==> src/rtl/hazard_pkg.sv <==
// -----------------------------------------------------------------------------
// hazard_pkg
// Shared types and constants for the pipeline hazard controller.
//   hz_state_t  : sequencer state (RUN, LOAD_STALL, MEM_WAIT, DRAIN, HALTED)
//   REG_ZERO    : architectural $zero register index (never a real dependency)
//   REG_ADDR_W  : register index width
//   CNT_W       : width of the stall / drain down-counters
//   load_use_hazard() : load-use dependency detect between EX and ID
// -----------------------------------------------------------------------------
package hazard_pkg;

   localparam int REG_ADDR_W = 5;
   localparam int CNT_W      = 3;
   localparam logic [REG_ADDR_W-1:0] REG_ZERO = 5'd0;

   typedef enum logic [2:0] {
      RUN        = 3'd0,
      LOAD_STALL = 3'd1,
      MEM_WAIT   = 3'd2,
      DRAIN      = 3'd3,
      HALTED     = 3'd4
   } hz_state_t;

   // A load in EX whose destination is read by the ID instruction. Writes to
   // $zero are discarded by the register file, so they never create a hazard.
   function automatic logic load_use_hazard(
      input logic                  ex_mem_read,
      input logic [REG_ADDR_W-1:0] ex_rt,
      input logic [REG_ADDR_W-1:0] id_rs,
      input logic [REG_ADDR_W-1:0] id_rt,
      input logic                  id_uses_rt
   );
      return ex_mem_read && (ex_rt != REG_ZERO) &&
             ((ex_rt == id_rs) || (id_uses_rt && (ex_rt == id_rt)));
   endfunction

endpackage

==> src/rtl/hz_down_counter.sv <==
// -----------------------------------------------------------------------------
// hz_down_counter
// Loadable down-counter used to time multi-cycle stall and drain sequences.
// Ports:
//   clk      : clock, rising edge
//   rst_b    : synchronous reset, active-high; clears the count
//   load     : load load_val this edge (wins over en)
//   load_val : value to load
//   en       : decrement this edge (holds at zero)
//   done     : count currently equals 1, i.e. this is the last counted cycle
// -----------------------------------------------------------------------------
module hz_down_counter
   import hazard_pkg::*;
(
   input  logic             clk,
   input  logic             rst_b,
   input  logic             load,
   input  logic [CNT_W-1:0] load_val,
   input  logic             en,
   output logic             done
);

   logic [CNT_W-1:0] cnt_q;

   always_ff @(posedge clk) begin
      if (rst_b) begin
         cnt_q <= '0;
      end else if (load) begin
         cnt_q <= load_val;
      end else if (en && (cnt_q != '0)) begin
         cnt_q <= cnt_q - 1'b1;
      end
   end

   assign done = (cnt_q == CNT_W'(1));

endmodule

==> src/rtl/pipeline_hazard_ctrl.sv <==
// -----------------------------------------------------------------------------
// pipeline_hazard_ctrl
// Central stall/flush sequencer for the 5-stage MIPS pipeline. Resolves
// load-use hazards, multi-cycle memory waits, taken-branch squashes and the
// halt drain, then raises a sticky `halted`.
//
// Parameters:
//   LOAD_USE_STALL : bubble cycles per load-use hazard (1..7)
//   DRAIN_CYCLES   : cycles from halt-in-ID until all older instrs retired (1..7)
//
// Ports:
//   clk, rst_b            : clock / synchronous active-high reset
//   id_rs, id_rt          : source fields of the ID instruction
//   id_uses_rt            : ID instruction reads rt
//   ex_rt, ex_mem_read    : destination and load flag of the EX instruction
//   branch_taken_ex       : branch/jump in EX resolved taken
//   mem_busy              : data memory not ready this cycle
//   halted_controller_id  : halt instruction in ID
//   lock_pc, lock_if_id, lock_id_ex, lock_ex_mem : stage hold controls
//   flush_if_id, flush_id_ex                     : bubble insert controls
//   halted                : pipeline drained after halt (sticky until reset)
//   state_dbg             : current sequencer state, for observation
//
// Optional build macro HAZARD_PERF_COUNT_EN adds:
//   stall_cycles[31:0] : cycles with lock_pc in RUN/LOAD_STALL/MEM_WAIT
//   flush_count[31:0]  : number of taken-branch flushes
//
// All outputs are combinational from the registered state and current inputs.
// -----------------------------------------------------------------------------
module pipeline_hazard_ctrl
   import hazard_pkg::*;
#(
   parameter int LOAD_USE_STALL = 1,
   parameter int DRAIN_CYCLES   = 3
) (
   input  logic                  clk,
   input  logic                  rst_b,
   input  logic [REG_ADDR_W-1:0] id_rs,
   input  logic [REG_ADDR_W-1:0] id_rt,
   input  logic                  id_uses_rt,
   input  logic [REG_ADDR_W-1:0] ex_rt,
   input  logic                  ex_mem_read,
   input  logic                  branch_taken_ex,
   input  logic                  mem_busy,
   input  logic                  halted_controller_id,
   output logic                  lock_pc,
   output logic                  lock_if_id,
   output logic                  lock_id_ex,
   output logic                  lock_ex_mem,
   output logic                  flush_if_id,
   output logic                  flush_id_ex,
   output logic                  halted,
   output hz_state_t             state_dbg
`ifdef HAZARD_PERF_COUNT_EN
   ,
   output logic [31:0]           stall_cycles,
   output logic [31:0]           flush_count
`endif
);

   // Counters are CNT_W bits wide; out-of-range values would wrap.
   if ((LOAD_USE_STALL < 1) || (LOAD_USE_STALL > 7)) begin : g_bad_load_use_stall
      $error("pipeline_hazard_ctrl: LOAD_USE_STALL must be in 1..7");
   end
   if ((DRAIN_CYCLES < 1) || (DRAIN_CYCLES > 7)) begin : g_bad_drain_cycles
      $error("pipeline_hazard_ctrl: DRAIN_CYCLES must be in 1..7");
   end

   hz_state_t state_q, state_d;
   hz_state_t saved_q, saved_d;
   hz_state_t eff_state;

   logic hazard;
   logic stall_load, stall_en, stall_done;
   logic drain_load, drain_en, drain_done;
   logic branch_flush;

   assign hazard = load_use_hazard(ex_mem_read, ex_rt, id_rs, id_rt, id_uses_rt);

   // The cycle mem_busy drops, MEM_WAIT behaves exactly as the saved state so
   // the resumed sequence loses no cycle. Frozen stages keep the inputs stable.
   assign eff_state = (state_q == MEM_WAIT) ? saved_q : state_q;

   always_ff @(posedge clk) begin
      if (rst_b) begin
         state_q <= RUN;
         saved_q <= RUN;
      end else begin
         state_q <= state_d;
         saved_q <= saved_d;
      end
   end

   always_comb begin
      state_d      = state_q;
      saved_d      = saved_q;
      lock_pc      = 1'b0;
      lock_if_id   = 1'b0;
      lock_id_ex   = 1'b0;
      lock_ex_mem  = 1'b0;
      flush_if_id  = 1'b0;
      flush_id_ex  = 1'b0;
      halted       = 1'b0;
      branch_flush = 1'b0;
      stall_load   = 1'b0;
      stall_en     = 1'b0;
      drain_load   = 1'b0;
      drain_en     = 1'b0;

      if (rst_b) begin
         state_d = RUN;
         saved_d = RUN;
      end else if (state_q == HALTED) begin
         // Terminal: ignores everything, including mem_busy.
         lock_pc     = 1'b1;
         lock_if_id  = 1'b1;
         lock_id_ex  = 1'b1;
         lock_ex_mem = 1'b1;
         halted      = 1'b1;
      end else if (mem_busy) begin
         lock_pc     = 1'b1;
         lock_if_id  = 1'b1;
         lock_id_ex  = 1'b1;
         lock_ex_mem = 1'b1;
         if (state_q != MEM_WAIT) begin
            saved_d = state_q;
         end
         state_d = MEM_WAIT;
      end else begin
         case (eff_state)
            RUN: begin
               state_d = RUN;
               if (branch_taken_ex) begin
                  // ID/IF hold wrong-path instructions; hazard and halt there
                  // are irrelevant.
                  flush_if_id  = 1'b1;
                  flush_id_ex  = 1'b1;
                  branch_flush = 1'b1;
               end else if (halted_controller_id) begin
                  lock_pc     = 1'b1;
                  flush_if_id = 1'b1;
                  flush_id_ex = 1'b1;
                  drain_load  = 1'b1;
                  state_d     = DRAIN;
               end else if (hazard) begin
                  lock_pc     = 1'b1;
                  lock_if_id  = 1'b1;
                  flush_id_ex = 1'b1;
                  if (LOAD_USE_STALL > 1) begin
                     stall_load = 1'b1;
                     state_d    = LOAD_STALL;
                  end
               end
            end
            LOAD_STALL: begin
               lock_pc     = 1'b1;
               lock_if_id  = 1'b1;
               flush_id_ex = 1'b1;
               stall_en    = 1'b1;
               state_d     = stall_done ? RUN : LOAD_STALL;
            end
            DRAIN: begin
               lock_pc     = 1'b1;
               flush_if_id = 1'b1;
               flush_id_ex = 1'b1;
               drain_en    = 1'b1;
               state_d     = drain_done ? HALTED : DRAIN;
            end
            default: begin
               // saved_q never holds MEM_WAIT or HALTED; recover to RUN.
               state_d = RUN;
            end
         endcase
      end
   end

   assign state_dbg = state_q;

   hz_down_counter u_stall_cnt (
      .clk      (clk),
      .rst_b    (rst_b),
      .load     (stall_load),
      .load_val (CNT_W'(LOAD_USE_STALL - 1)),
      .en       (stall_en),
      .done     (stall_done)
   );

   hz_down_counter u_drain_cnt (
      .clk      (clk),
      .rst_b    (rst_b),
      .load     (drain_load),
      .load_val (CNT_W'(DRAIN_CYCLES)),
      .en       (drain_en),
      .done     (drain_done)
   );

`ifdef HAZARD_PERF_COUNT_EN
   logic [31:0] stall_cycles_q;
   logic [31:0] flush_count_q;
   logic        stall_count_hit;

   assign stall_count_hit = lock_pc &&
                            ((state_q == RUN) || (state_q == LOAD_STALL) ||
                             (state_q == MEM_WAIT));

   always_ff @(posedge clk) begin
      if (rst_b) begin
         stall_cycles_q <= '0;
         flush_count_q  <= '0;
      end else if (state_q != HALTED) begin
         if (stall_count_hit && (stall_cycles_q != 32'hFFFF_FFFF)) begin
            stall_cycles_q <= stall_cycles_q + 32'd1;
         end
         if (branch_flush && (flush_count_q != 32'hFFFF_FFFF)) begin
            flush_count_q <= flush_count_q + 32'd1;
         end
      end
   end

   assign stall_cycles = stall_cycles_q;
   assign flush_count  = flush_count_q;
`endif

endmodule

==> config.mk <==
export PLATFORM = sky130hd
export DESIGN_NAME = pipeline_hazard_ctrl
export DESIGN_NICKNAME = d
export VERILOG_FILES = /design/src/rtl/hazard_pkg.sv /design/src/rtl/hz_down_counter.sv /design/src/rtl/pipeline_hazard_ctrl.sv
export SDC_FILE = /design/constraint.sdc
export NUM_CORES = 1
export LEC_CHECK = 0
export CAP_MARGIN = 10
export CORE_MARGIN = 1
export CORE_UTILIZATION = 40
export CTS_BUF_LIST = sky130_fd_sc_hd__clkbuf_8
export DETAILED_ROUTE_END_ITERATION = 8
export HOLD_SLACK_MARGIN = 0.15
export PLACE_DENSITY_LB_ADDON = 0.12
export SLEW_MARGIN = 40
export SYNTH_ARGS = -nofsm -noshare
export SYNTH_HDL_FRONTEND = slang
export SYNTH_SLANG_ARGS = --single-unit
==> constraint.sdc <==
create_clock -name clk -period 2.6 [get_ports clk]
set_input_delay 0.52 -clock clk [delete_from_list [all_inputs] [get_ports clk]]
set_output_delay 0.52 -clock clk [all_outputs]
set_load 0.02 [all_outputs]
==> results by group, run 1 <==
Clocking
  – TritonCTS clock tree: yes
  – CTS Hold Buffers Added: 0
  – CTS clock-pin slew for the worst setup and hold paths: 0.06 ns
  – Clock Tree Buf Depth: 2
  – # clock sinks: 12
  – CTS Root Cell: clkbuf_8
  – Num CTS Buffers: 3
  – Clk_lat worst skew: 0.25 ns
  – H-Tree Depth: 1

Drt
  – Via count: 1178
  – Routed wire length: 3120 um
  – Routed Antenna Nets: 0
  – Drc violations: 0
  – Detailed router's first-iteration violation count: 22
  – Routed len/inst: 14.5 um
  – Detailed-router iteration count before antenna repair: 4
  – DR vias/cell: 5.48

Outcome
  – Status: completed

Synth
  – Post-synthesis register bit count: 12
  – Syn Inst Count: 124
  – EDFF count, synth: 0
  – Top cells by area, synth: dfxtp_1 23%, xor2_1 7.6%, ha_1 7.2%, inv_1 3.3%, mux2i_1 2.9%
  – Synth area leader: dfxtp_1
  – Yosys top cell area share: 23.2%
  – Post-Syn Area per Cell: 8.36 sq um
  – Count of different cell masters after synthesis: 48
  – Syn Nets: 152
  – Most used DFF post-synth: dfxtp_1
  – Yosys warnings: 0
  – Synthesized cell area: 1040 sq um
  – Async set or reset register ratio after synthesis: 0%
  – Sequential area share after synthesis: 23.2%

Timing
  – Post-route minimum period: 2.54 ns
  – Final setup fails: 0
  – Slew Limit Fails: 0
  – Final-report hold violation count: 0
  – Unrepaired setup endpoints after global routing: true
  – Slew @ Worst Pin: 0.366 ns
  – F_max: 394 MHz
  – Max_slew headroom: 75.4%
  – Worst Clk Skew: 0.00691 ns
  – Period utilisation layout: 97.7%

Placement
  – DP Wirelength: 2480 um
  – PortBufs: 31
  – Post-DP Area: 1590 sq um
  – Routability cong.: 0.890
  – Placed Cells: 210

Critical path
  – Slack of the worst reg-to-reg path: 0.63 ns
  – Crit start category: primary input
  – Crit Path Category: in2out
  – RR Startpoint: state_dbg[1]
  – Worst R2R Path Depth: 6
  – Worst Path Max Fanout: 2
  – R2R Path End: u_drain_cnt.cnt_q[2]
  – CP max stage delay: 0.52 ns
  – Worst path slowest cell: or4b_4
  – WP data required: 2.08 ns
  – CP Capture Type: output port
  – CP Cell Sequence: clkdlybuf4s50_1 > or2_2 > or4b_4 > o2bb2ai_2 > buf_6
  – CP arrival: 2.02 ns

Die
  – Die area: 2800 sq um
  – Core area: 2450 sq um
  – Die X: 52.9 um
  – Io pins: 32
  – FP Rows: 18
  – Die Y: 52.9 um
  – Initial core utilization: 42.3%

Min path
  – HP Start: u_stall_cnt.cnt_q[1]
  – Worst Hold Depth: 2
  – Hold EP: u_stall_cnt.cnt_q[1]
  – Min-Delay Path Class: reg2reg

Finish
  – Most frequent cells in the layout: 34 x buf_4, 17 x clkdlybuf4s50_1, 12 x dfxtp_1
  – Most common cell after layout, fill and taps aside: buf_4
  – Share of post-route cells with drive strength above 1: 28.6%
  – Area Overhead vs Synth: 62.4%
  – Final instance area: 1680 sq um
  – Final #Nets: 214
  – Antenna Cells: 0
  – Layout Cells excl Fill: 215

Flow run
  – Max_cap viols: 0

Pwr
  – Leak pwr: 0.702 nW
  – Max VDD drop: 319 uV
  – Pwr Density: 339 nW/um^2

Global routing
  – Met1 Track Usage GR: 28.6%
  – Gr ovfl total: 0
  – Largest net degree at the start of global routing: 12
  – Met3 Track Usage GR: 4.89%
  – Gr usage total: 23.9%
  – Initial antenna violation count: 0
  – First-pass GRT wire length: 4830 um
  – Met2 Use GR: 42.4%
  – Grt peak-use layer: met2
  – Vias in the first global route: 1111
-- what timing repair did --
item                                    CTS  global route
endpoints found under the setup margin    7             4
pin swaps                                 5             4
gates resized for setup                  34             7
setup buffers                             1             0
cloned                                    0             0
-- cells by family (layout without fill, tap and decap cells) --
logic type	count (synthesis)	in the layout	share of synthesized area, %
AOI/OAI and AO/OA	29	29	21.7
xor gates and xnor gates	11	11	9.29
muxes	3	3	2.90
and+or+nand+nor	46	46	28.2
buffers and inverters	17	78	7.48
DFF	12	12	23.2
adders and majority gates	6	6	7.24
-- state kept, by name (all words and copies together) (netlist names) --
name,cells
u_drain_cnt.cnt_q,3
saved_q,3
u_stall_cnt.cnt_q,3
state_dbg,3
-- worst max-delay path: cells and delay by family --
kind,cells,cell delay [ns]
buf+inv,2,0.55
simple gates,2,0.81
compound gates,1,0.14
-- cell type report --
cell class                      instances  area (sq um)
Clock buffer                            4          55.1
Tap cell                               30          37.5
Sequential cell                        12           240
Timing Repair Buffer                   64           552
Inverter                               10          37.5
Multi-Input combinational cell         95           762
Fill cell                             209           771
-- per-stage QoR --
| step | setup slack, ns | setup TNS, ns | utilization (%) | power, mW | hold slack, ns |
|---|---|---|---|---|---|
| 2_1_floorplan | 0.258 | 0 | - | 0.264 | 0.435 |
| 3_3_place_gp | -0.613 | -2.10 | 64.6 | 0.356 | 0.448 |
| 3_5_place_dp | -0.628 | -2.24 | 64.6 | 0.359 | 0.465 |
| 4_1_cts | -0.0181 | -0.0283 | 67.8 | 0.570 | 0.474 |
| 5_1_grt | -0.0462 | -0.0462 | 68.6 | 0.598 | 0.494 |
| 6_report | 0.0589 | 0 | 68.6 | 0.571 | 0.465 |
-- synth_stat cells, drive strengths merged, types with 4 or more instances --
library cell  count
o21ai             4
nor2b             4
nand2             6
dfxtp            12
nor3              6
a21oi             5
nor2              6
xor2              9
inv               9
ha                6
buf               4
-- worst max-delay path by stage --
stage	start	endpoint	slack [ns]	cells after the start
3_5_place_dp	ex_rt[1]	lock_if_id	-0.63	6
6_report	branch_taken_ex	lock_if_id	0.06	5
3_3_place_gp	halted_controller_id	lock_if_id	-0.61	5
4_1_cts	ex_rt[2]	lock_pc	-0.02	8
2_1_floorplan	halted_controller_id	lock_if_id	0.26	3
5_1_grt	id_rt[2]	lock_pc	-0.05	7
-- where the power goes --
group | internal [mW] | total (mW) | switching [mW]
clock | 0.134 | 0.209 | 0.0751
sequential | 0.188 | 0.192 | 0.00413
combinational | 0.0933 | 0.169 | 0.0761
-- routing by layer --
layer | part of all wire [%] | vias up
li1 | - | 584
met1 | 44 | 566
met2 | 53 | 26
met3 | 3.3 | 2
met4 | 0.48 | 0
met5 | 0 | -
No activity file was read; power rests on OpenSTA's default activity.
==> run 2: changes to the inputs <==
- CORE_MARGIN: 1 -> 4
- CORE_UTILIZATION: 40 -> 48
- SKIP_LAST_GASP: default -> 1
==> run 2 against run 1 <==
Against the previous run:
- non-clock buffer count fell by 1
- die area grew 6.0%
- combinational power rose by 5%
- worst hold slack worse by 0.0013 ns
- via count grew 2.4%
- sequential cell count stayed put
- critical path type unchanged
- largest cell class unchanged
==> results by group, run 2 (synthesis results as in run 1) <==
Placement
  – DP Wirelength: 2440 um (was 2480 um)
  – PortBufs: 31 (unchanged)
  – Post-DP Area: 1570 sq um (was 1590 sq um)
  – Routability cong.: 0.860 (was 0.890)

Drt
  – Routed Antenna Nets: 0 (unchanged)
  – Drc violations: 0 (unchanged)
  – Detailed router's first-iteration violation count: 26 (was 22)
  – Via count: 1206 (was 1178)
  – Routed wire length: 3560 um (was 3120 um)
  – DR vias/cell: 5.72 (was 5.48)
  – Routed len/inst: 16.9 um (was 14.5 um)
  – Detailed-router iteration count before antenna repair: 4 (unchanged)

Timing
  – Period utilisation layout: 99.8% (was 97.7%)
  – F_max: 386 MHz (was 394 MHz)
  – Worst Clk Skew: 0.00394 ns (was 0.00691 ns)
  – Slew Limit Fails: 0 (unchanged)
  – Final-report hold violation count: 0 (unchanged)
  – Slew @ Worst Pin: 0.436 ns (was 0.366 ns)
  – Final setup fails: 0 (unchanged)
  – Post-route minimum period: 2.59 ns (was 2.54 ns)
  – Max_slew headroom: 70.6% (was 75.4%)
  – Unrepaired setup endpoints after global routing: true (unchanged)

Critical path
  – CP max stage delay: 0.53 ns (was 0.52 ns)
  – CP arrival: 2.07 ns (was 2.02 ns)
  – Buf+Inv Stages, Crit Path: 2 (unchanged)
  – Slack of the worst reg-to-reg path: 0.60 ns (was 0.63 ns)
  – CP Cell Sequence: clkdlybuf4s50_1 > or2_2 > or4b_4 > o2bb2ai_4 > buf_6 (was clkdlybuf4s50_1 > or2_2 > or4b_4 > o2bb2ai_2 > buf_6)
  – Worst R2R Path Depth: 6 (unchanged)
  – Worst Path Max Fanout: 2 (unchanged)
  – Critical path origin: halted_controller_id (was branch_taken_ex)
  – Number of cells on the critical path: 5 (unchanged)
  – Crit Path Category: in2out (unchanged)
  – Setup crit end: lock_if_id (unchanged)
  – R2R Path End: u_drain_cnt.cnt_q[2] (unchanged)
  – Largest delay share family, worst path: simple AND/OR/NAND/NOR gates (unchanged)
  – CP Capture Type: output port (unchanged)
  – Crit start category: primary input (unchanged)
  – RR Startpoint: state_dbg[1] (unchanged)
  – Worst path slowest cell: or4b_4 (unchanged)
  – WP data required: 2.08 ns (about the same)

Finish
  – Final core utilization: 85.3% (was 68.6%)
  – Most frequent cells in the layout: 33 x buf_4, 18 x clkdlybuf4s50_1, 12 x dfxtp_1 (was 34 x buf_4, 17 x clkdlybuf4s50_1, 12 x dfxtp_1)
  – Area Overhead vs Synth: 64.7% (was 62.4%)
  – Antenna Cells: 0 (unchanged)
  – Final #Nets: 213 (was 214)
  – Most common cell after layout, fill and taps aside: buf_4 (unchanged)
  – Final instance area: 1710 sq um (was 1680 sq um)
  – Share of post-route cells with drive strength above 1: 31.0% (was 28.6%)

Global routing
  – Gr ovfl total: 0 (unchanged)
  – First-pass GRT wire length: 5200 um (was 4830 um)
  – Initial antenna violation count: 0 (unchanged)
  – Gr usage total: 24.8% (was 23.9%)
  – Largest net degree at the start of global routing: 12 (unchanged)
  – Vias in the first global route: 1219 (was 1111)

Pwr
  – Leak pwr: 0.726 nW (was 0.702 nW)
  – Tot Pwr: 580 uW (was 571 uW)
  – Pwr Density: 340 nW/um^2 (was 339 nW/um^2)
  – Max VDD drop: 342 uV (was 319 uV)

Clocking
  – H-Tree Depth: 1 (unchanged)
  – # clock sinks: 12 (unchanged)
  – TritonCTS clock tree: yes (unchanged)
  – Clock Tree Buf Depth: 2 (unchanged)
  – CTS Root Cell: clkbuf_8 (unchanged)
  – Num CTS Buffers: 3 (unchanged)
  – CTS clock-pin slew for the worst setup and hold paths: 0.06 ns (about the same)
  – Clk_lat worst skew: 0.25 ns (about the same)

Die
  – Die Y: 54.5 um (was 52.9 um)
  – Initial core utilization: 51.8% (was 42.3%)
  – Die area: 2970 sq um (was 2800 sq um)
  – FP Rows: 16 (was 18)
  – Core area: 2000 sq um (was 2450 sq um)
  – Die X: 54.5 um (was 52.9 um)
  – Io pins: 32 (unchanged)

Min path
  – Min-Delay Path Class: reg2reg (unchanged)

Flow run
  – Max_cap viols: 0 (unchanged)

Outcome
  – Status: completed (unchanged)
[run 2: cell types whose count changed in the layout (fill, tap and decap cells not counted), sizes merged]
cell           previous run  this run
dlygate4sd2               7         4
dlymetal6s2s              3         5
buf                      37        36
clkdlybuf4s50            17        18
[run 2: what timing repair did]
| action | in CTS | in global routing |
|---|---|---|
| resized for setup | 31 | 12 |
| hold endpoints to repair | 0 | 0 |
| pin swaps | 7 | 5 |
| hold buffers | 0 | 0 |
| buffers inserted | 2 | 0 |
| setup endpoints to repair | 6 | 4 |
[run 2: power breakdown]
part           internal (mW)  switching [mW]
sequential             0.188         0.00409
combinational         0.0943          0.0825
clock                  0.134          0.0769
total                  0.417           0.164
[run 2: worst min-delay path by stage]
stage                                     from                    to  slack, ns  cells past startpoint
after global routing      u_stall_cnt.cnt_q[1]  u_stall_cnt.cnt_q[1]       0.49                      2
after floorplan           u_stall_cnt.cnt_q[1]  u_stall_cnt.cnt_q[1]       0.43                      2
after global placement    u_stall_cnt.cnt_q[1]  u_stall_cnt.cnt_q[1]       0.45                      2
final                     u_stall_cnt.cnt_q[1]  u_stall_cnt.cnt_q[1]       0.46                      2
after detailed placement  u_stall_cnt.cnt_q[1]  u_stall_cnt.cnt_q[1]       0.46                      2
after CTS                 u_stall_cnt.cnt_q[1]  u_stall_cnt.cnt_q[1]       0.46                      2
[run 2: tightest hold or removal path, cell delays in order (launching register included)]
cell	delay, ns
dfxtp_1	0.31
nand2_1	0.05
mux2i_1	0.06
[run 2: stage by stage]
stage / setup TNS (ns) / instances / worst slack (ns) / hold WS [ns]
2_1_floorplan: 0 / 124 / 0.258 / 0.435
3_3_place_gp: -2.08 / 205 / -0.576 / 0.446
3_5_place_dp: -2.35 / 205 / -0.641 / 0.456
4_1_cts: -0.0289 / 211 / -0.0289 / 0.464
5_1_grt: -0.113 / 211 / -0.0906 / 0.488
6_report: 0 / 211 / 0.00624 / 0.463
[run 2: cell type report]
type	instances	area (sq um)
Multi-Input combinational cell	95	795
Timing Repair Buffer	63	547
Fill cell	114	294
Sequential cell	12	240
Clock buffer	4	55.1
Inverter	10	37.5
Tap cell	27	33.8
[run 2: layer usage]
layer | GRT usage, % | vias up | routed length [um] | share of wire [%]
li1 | - | 578 | - | -
met1 | 27.5 | 570 | 1400 | 39
met2 | 43.6 | 45 | 1820 | 51
met3 | 5.99 | 13 | 235 | 6.6
met4 | 12.4 | 0 | 104 | 2.9
met5 | 0 | - | 0 | 0
